===== src/rtl/uart_alu_if_pkg.sv =====
// rtl/uart_alu_if_pkg.sv - shared widths, FSM states and ALU opcodes for the UART ALU path
package uart_alu_if_pkg;

   localparam int NB_DATA = 8;
   localparam int NB_OP   = 6;

   typedef enum logic [2:0] {
      WAIT_A  = 3'd0,
      WAIT_B  = 3'd1,
      WAIT_OP = 3'd2,
      SEND    = 3'd3,
      WAIT_TX = 3'd4
   } state_t;

   localparam logic [NB_OP-1:0] OP_ADD = 6'h20;
   localparam logic [NB_OP-1:0] OP_SUB = 6'h22;
   localparam logic [NB_OP-1:0] OP_AND = 6'h24;
   localparam logic [NB_OP-1:0] OP_OR  = 6'h25;
   localparam logic [NB_OP-1:0] OP_XOR = 6'h26;
   localparam logic [NB_OP-1:0] OP_NOR = 6'h27;
   localparam logic [NB_OP-1:0] OP_SRL = 6'h02;
   localparam logic [NB_OP-1:0] OP_SRA = 6'h03;

endpackage


===== src/rtl/uart_alu_if_if.sv =====
// rtl/uart_alu_if_if.sv - receiver/ALU/transmitter handshake bundle
interface uart_alu_if_if;
   import uart_alu_if_pkg::*;

   logic               rx_done_tick;
   logic [NB_DATA-1:0] rx_data;
   logic [NB_DATA-1:0] alu_result;
   logic               tx_done_tick;
   logic [NB_DATA-1:0] alu_a;
   logic [NB_DATA-1:0] alu_b;
   logic [NB_OP-1:0]   alu_op;
   logic               tx_start;
   logic [NB_DATA-1:0] tx_data;
   logic               busy;
   logic               rx_drop;

   // Frame assembler side
   modport slave (
      input  rx_done_tick, rx_data, alu_result, tx_done_tick,
      output alu_a, alu_b, alu_op, tx_start, tx_data, busy, rx_drop
   );

   // Receiver / ALU / transmitter side
   modport master (
      output rx_done_tick, rx_data, alu_result, tx_done_tick,
      input  alu_a, alu_b, alu_op, tx_start, tx_data, busy, rx_drop
   );

endinterface


===== src/rtl/uart_alu_if_byte_timeout_timer.sv =====
// rtl/uart_alu_if_byte_timeout_timer.sv - saturating inter-byte gap counter
module byte_timeout_timer #(
   parameter int TIMEOUT_CYC = 10_000_000,
   parameter int NB_TO       = 24
) (
   input  logic clk,
   input  logic reset,
   input  logic clear,
   input  logic en,
   output logic expired
);

   // Last count value before the frame is abandoned; unused when the timeout is disabled
   localparam logic [NB_TO-1:0] LAST = (TIMEOUT_CYC > 0) ? NB_TO'(TIMEOUT_CYC - 1) : '0;

   logic [NB_TO-1:0] count;

   // Count gap cycles while enabled; stick at all-ones rather than wrap
   always_ff @(posedge clk or posedge reset) begin
      if (reset) begin
         count <= '0;
      end else if (clear) begin
         count <= '0;
      end else if (en && (count != '1)) begin
         count <= count + NB_TO'(1);
      end
   end

   assign expired = (TIMEOUT_CYC > 0) && en && (count == LAST);

endmodule


===== src/rtl/uart_alu_if.sv =====
// rtl/uart_alu_if.sv - assembles A, B, opcode bytes and returns the ALU result byte
module uart_alu_if
   import uart_alu_if_pkg::*;
#(
   parameter int TIMEOUT_CYC = 10_000_000,
   parameter int NB_TO       = 24
) (
   input logic          clk,
   input logic          reset,
   uart_alu_if_if.slave bus
);

   state_t state;
   logic   to_en;
   logic   to_clear;
   logic   to_expired;

   // The gap timer only runs while a frame is partially assembled; any byte restarts it
   assign to_en    = (state == WAIT_B) || (state == WAIT_OP);
   assign to_clear = !to_en || bus.rx_done_tick;

   byte_timeout_timer #(
      .TIMEOUT_CYC (TIMEOUT_CYC),
      .NB_TO       (NB_TO)
   ) u_timer (
      .clk     (clk),
      .reset   (reset),
      .clear   (to_clear),
      .en      (to_en),
      .expired (to_expired)
   );

   assign bus.busy = (state == SEND) || (state == WAIT_TX);

   // Frame FSM with operand, transmit and drop-flag registers
   always_ff @(posedge clk or posedge reset) begin
      if (reset) begin
         state       <= WAIT_A;
         bus.alu_a   <= '0;
         bus.alu_b   <= '0;
         bus.alu_op  <= '0;
         bus.tx_start <= 1'b0;
         bus.tx_data <= '0;
         bus.rx_drop <= 1'b0;
      end else begin
         case (state)
            WAIT_A: begin
               if (bus.rx_done_tick) begin
                  bus.alu_a <= bus.rx_data;
                  state     <= WAIT_B;
               end
            end
            WAIT_B: begin
               // A byte arriving on the expiry cycle still counts
               if (bus.rx_done_tick) begin
                  bus.alu_b <= bus.rx_data;
                  state     <= WAIT_OP;
               end else if (to_expired) begin
                  bus.rx_drop <= 1'b1;
                  state       <= WAIT_A;
               end
            end
            WAIT_OP: begin
               if (bus.rx_done_tick) begin
                  bus.alu_op <= bus.rx_data[NB_OP-1:0];
                  state      <= SEND;
               end else if (to_expired) begin
                  bus.rx_drop <= 1'b1;
                  state       <= WAIT_A;
               end
            end
            SEND: begin
               bus.tx_data  <= bus.alu_result;
               bus.tx_start <= 1'b1;
               if (bus.rx_done_tick) begin
                  bus.rx_drop <= 1'b1;
               end
               state <= WAIT_TX;
            end
            WAIT_TX: begin
               bus.tx_start <= 1'b0;
               if (bus.rx_done_tick) begin
                  bus.rx_drop <= 1'b1;
               end
               if (bus.tx_done_tick) begin
                  state <= WAIT_A;
               end
            end
            default: begin
               bus.tx_start <= 1'b0;
               state        <= WAIT_A;
            end
         endcase
      end
   end

endmodule

===== src/flat_wrapper.sv =====
// flat-port wrapper written by rule: the top's interface ports become plain ports
module uart_alu_if_flat import uart_alu_if_pkg::*;
#(
   parameter int TIMEOUT_CYC = 10_000_000,
   parameter int NB_TO       = 24
)
  (clk, reset, bus_rx_done_tick, bus_rx_data, bus_alu_result, bus_tx_done_tick, bus_alu_a, bus_alu_b, bus_alu_op, bus_tx_start, bus_tx_data, bus_busy, bus_rx_drop);
  uart_alu_if_if bus_i ();
  input logic clk;
  input logic reset;
  input wire logic [$bits(bus_i.rx_done_tick)-1:0] bus_rx_done_tick;
  input wire logic [$bits(bus_i.rx_data)-1:0] bus_rx_data;
  input wire logic [$bits(bus_i.alu_result)-1:0] bus_alu_result;
  input wire logic [$bits(bus_i.tx_done_tick)-1:0] bus_tx_done_tick;
  output wire logic [$bits(bus_i.alu_a)-1:0] bus_alu_a;
  output wire logic [$bits(bus_i.alu_b)-1:0] bus_alu_b;
  output wire logic [$bits(bus_i.alu_op)-1:0] bus_alu_op;
  output wire logic [$bits(bus_i.tx_start)-1:0] bus_tx_start;
  output wire logic [$bits(bus_i.tx_data)-1:0] bus_tx_data;
  output wire logic [$bits(bus_i.busy)-1:0] bus_busy;
  output wire logic [$bits(bus_i.rx_drop)-1:0] bus_rx_drop;
  assign bus_i.rx_done_tick = bus_rx_done_tick;
  assign bus_i.rx_data = bus_rx_data;
  assign bus_i.alu_result = bus_alu_result;
  assign bus_i.tx_done_tick = bus_tx_done_tick;
  assign bus_alu_a = bus_i.alu_a;
  assign bus_alu_b = bus_i.alu_b;
  assign bus_alu_op = bus_i.alu_op;
  assign bus_tx_start = bus_i.tx_start;
  assign bus_tx_data = bus_i.tx_data;
  assign bus_busy = bus_i.busy;
  assign bus_rx_drop = bus_i.rx_drop;
  uart_alu_if #(.TIMEOUT_CYC(TIMEOUT_CYC), .NB_TO(NB_TO)) u_core (.clk(clk), .reset(reset), .bus(bus_i));
endmodule

===== config.mk =====
export PLATFORM = sky130hd
export DESIGN_NAME = uart_alu_if_flat
export DESIGN_NICKNAME = d
export VERILOG_FILES = /design/src/rtl/uart_alu_if_pkg.sv /design/src/rtl/uart_alu_if_if.sv /design/src/rtl/uart_alu_if_byte_timeout_timer.sv /design/src/rtl/uart_alu_if.sv /design/src/flat_wrapper.sv
export SDC_FILE = /design/constraint.sdc
export NUM_CORES = 1
export LEC_CHECK = 0
export CAP_MARGIN = 20
export CORE_AREA = 3 3 80 82
export CTS_BUF_LIST = sky130_fd_sc_hd__clkbuf_4
export DETAILED_ROUTE_END_ITERATION = 8
export DIE_AREA = 0 0 83 85
export PLACE_DENSITY = 0.78
export SETUP_SLACK_MARGIN = 0.02
export SLEW_MARGIN = 20
export SYNTH_ARGS = -nofsm -noshare
export SYNTH_HDL_FRONTEND = slang
export SYNTH_HIERARCHICAL = 1
export SYNTH_SLANG_ARGS = --single-unit

===== constraint.sdc =====
create_clock -name clk -period 5.4 [get_ports clk]
set_input_delay 1.62 -clock clk [delete_from_list [all_inputs] [get_ports clk]]
set_output_delay 1.62 -clock clk [all_outputs]
set_load 0.05 [all_outputs]

==> flow_metrics.env <==
export IMPL_regArea_mm2=0.00148
export IMPL_clock_power_share=0.157
export IMPL_seqPwrFrac=0.335
export IMPL_fp_dieH_um=85
export IMPL_synth_top_area_frac=0.520
export IMPL_r2r_start="u_core/state[1]$_DFFE_PP0P_"
export IMPL_synthArstFlopShare=1.00
export IMPL_postCtsHoldBufs=0
export IMPL_drtPass1Iterations=4
export IMPL_netlist_area_mm2=0.00284
export IMPL_syn_to_final_growth_pct=24.8
export IMPL_max_freq_ghz=0.246
export IMPL_worst_slew_pin_slew_ns=0.900
export IMPL_critPathMaxFanout=12
export IMPL_power_leakage_nw=1.42
export IMPL_slew_headroom=0.399
export IMPL_rr_endpoint="u_core/bus.rx_drop$_DFFE_PP0P_"
export IMPL_clock_root_buffer="clkbuf_4"
export IMPL_finalCriticalPeriod_ns=4.07
export IMPL_synth_flop_cell="dfrtp_1"
export IMPL_yosysWarnings=6
export IMPL_switching_power_mw=0.913
export IMPL_power_internal_mw=1.10
export IMPL_met2_usage=0.267
export IMPL_clk_pin_slew_ns=0.11
export IMPL_endpoint_kind="output port"
export IMPL_final_common_cell="dfrtp_1"
export IMPL_ys_ff_latch=59
export IMPL_cts_post_setup_buffers_inserted=0
export IMPL_holdPathStages=1
export IMPL_hold_path_class="reg2reg"
export IMPL_grt_util_met3=0.0845
export IMPL_drc_errors=0
export IMPL_wl_per_cell_um=15.0
export IMPL_p_sw_frac=0.453
export IMPL_grt_max_degree=36
export IMPL_combPwrFrac=0.508
export IMPL_grt_total_usage=0.173
export IMPL_skew_ns=0.0109
export IMPL_hpwlAfterDp_mm=4.04
export IMPL_die_w_um=83
export IMPL_avgSynthCellArea_um2=11.6
export IMPL_reg2reg_depth=8
export IMPL_dr_total_vias=2076
export IMPL_cts_buffers=9
export IMPL_crit_required_ns=3.78
export IMPL_num_nets_final=321
export IMPL_drt_total_wl_mm=5.70
export IMPL_synth_top_cell_by_area="dfrtp_1"
export IMPL_worstHoldEndpoint="u_core/bus.alu_a[4]$_DFFE_PP0P_"
export IMPL_cp_arrival_ns=2.45
export IMPL_holdCritStartpoint="u_core/bus.alu_a[4]$_DFFE_PP0P_"
export IMPL_synth_seq_area_share=0.520
export IMPL_synth_edf_count=0
export IMPL_antenna_cells=0
export IMPL_multi_input_area_mm2=0.00127
export IMPL_num_rows=28
export IMPL_drt_iter0_drc=133
export IMPL_synth_fp_nets=266
export IMPL_initial_core_util=0.488
export IMPL_die_area_mm2=0.00706
export IMPL_drive_above_1_share=0.187
export IMPL_fin_setup_tns_ns=0
export IMPL_antenna_found_initial=0
export IMPL_clockBufferDepth=2
export IMPL_cts_resized=0
export IMPL_rsz0062_at_grt="false"
export IMPL_ctsHtreeMaxLevel=3
export IMPL_ios=53
export IMPL_cap_viol_max_count=0
export IMPL_synth_area_top_cells="dfrtp_1, mux2_2, nor2_1"
export IMPL_grt_first_pass_wirelength_mm=9.88
export IMPL_io_buffers=52
export IMPL_placed_area_mm2=0.00340
export IMPL_cts_sinks=59
export IMPL_crit_type="reg2out"
export IMPL_setup_viol=0
export IMPL_hold_viol=0
export IMPL_cts_tree="built"
export IMPL_grt_overflow_total=0
export IMPL_worstSkewPairLatency_ns=0.39
export IMPL_grt_pass1_vias=2221
export IMPL_status="completed"
export IMPL_fillers=490
export IMPL_grt_util_met1=0.211
export IMPL_viasPerCell=5.46
export IMPL_core_area_mm2=0.00582
export IMPL_report_final_slew_viol_count=0
export IMPL_min_period_over_period=0.754
export IMPL_gp_congestion=0.782
export IMPL_mostFrequentLayoutCells="dfrtp_1, clkdlybuf4s50_1, mux2_2"
export IMPL_crit_path_start_kind="flop"
export IMPL_ant_nets=0
export IMPL_p_per_area_mw_per_mm2=569
export IMPL_busiest_layer="met2"
export IMPL_yosysUniqueCellTypes=49
export IMPL_final_area_mm2=0.00354
export IMPL_r2r_setup_slack_ns=2.92
export IMPL_vdd_drop_max_mv=0.385
export IMPL_postSynthCellCount=245
[routing by layer]
layer,vias to the layer above,part of all wire
met5,-,0
met4,0,0.012
met3,7,0.082
met2,59,0.46
met1,1016,0.44
li1,994,-
[cells by family (layout without fill, tap and decap cells)]
family,after synthesis,count (layout),share of synthesized area
simple gates,91,91,0.205
flops,59,59,0.520
mux,33,33,0.132
compound gates,31,31,0.0661
buf+inv,17,77,0.0326
xor+xnor,13,13,0.0401
fa+ha+maj,1,1,0.00441
[worst max path at each step]
stage                     endpoint  slack [ns]                        start  depth (start not counted)
after floorplan           bus_busy        2.39  u_core/state[1]$_DFFE_PP0P_                          3
after global placement    bus_busy        1.77  u_core/state[2]$_DFFE_PP0P_                          3
after detailed placement  bus_busy        1.76  u_core/state[1]$_DFFE_PP0P_                          3
after CTS                 bus_busy        1.30  u_core/state[1]$_DFFE_PP0P_                          3
after global routing      bus_busy        1.18  u_core/state[1]$_DFFE_PP0P_                          3
final                     bus_busy        1.33  u_core/state[1]$_DFFE_PP0P_                          3
[synthesized netlist by cell type (all sizes together) (2+ instances only)]
cell,number
nor4b,2
nor2,24
and4,3
inv,8
a31oi,2
xor2,4
a21oi,10
nand3,3
o21ai,10
dfrtp,59
buf,7
nor3,8
o211ai,4
clkbuf,2
nor2b,4
mux2,32
nor4,3
or4,4
and2,2
nor4bb,2
xnor2,9
or3,6
nand2,8
nand3b,2
nand2b,2
nand4,11
and4b,2
[layout make-up]
type / instances / area share
Multi-Input combinational cell: 169 / 0.359
Timing Repair Buffer: 53 / 0.149
Sequential cell: 59 / 0.417
Tap cell: 75 / 0.0265
Inverter: 8 / 0.00848
Clock buffer: 9 / 0.0191
Clock inverter: 7 / 0.0215
[power groups by stage]
stage / Sequential [mW] / Combinational (mW) / Clock (mW)
final: 0.676 / 1.02 / 0.316
after global routing: 0.695 / 1.08 / 0.346
after CTS: 0.677 / 1.03 / 0.329
after detailed placement: 0.685 / 1.03 / 0
after global placement: 0.677 / 1.02 / 0
after floorplan: 1.08 / 0.315 / 0
[registers in the layout, indices dropped and copies added (netlist names)]
register	flops
u_core/bus.tx_start	1
u_core/bus.alu_a	8
u_core/u_timer/count	24
u_core/state	3
u_core/bus.tx_data	8
u_core/bus.rx_drop	1
u_core/bus.alu_b	8
u_core/bus.alu_op	6
[critical path, cell delays in order (launching register included)]
cell and delay [ns]:
dfrtp_1 0.64, nand3b_1 0.44, nand2_1 0.16, clkdlybuf4s50_1 0.81
[through the flow]
stage                      util  hold slack, ns  power [mW]  instances  setup WS [ns]
after global routing      0.609           0.545        2.12        380           1.18
after global placement    0.584           0.489        1.70        364           1.77
final                     0.609           0.518        2.02        380           1.33
after detailed placement  0.584           0.493        1.71        364           1.76
after CTS                 0.609           0.523        2.04        380           1.30
after floorplan               -           0.500        1.40        245           2.39
(Power assumes the default switching activity.)
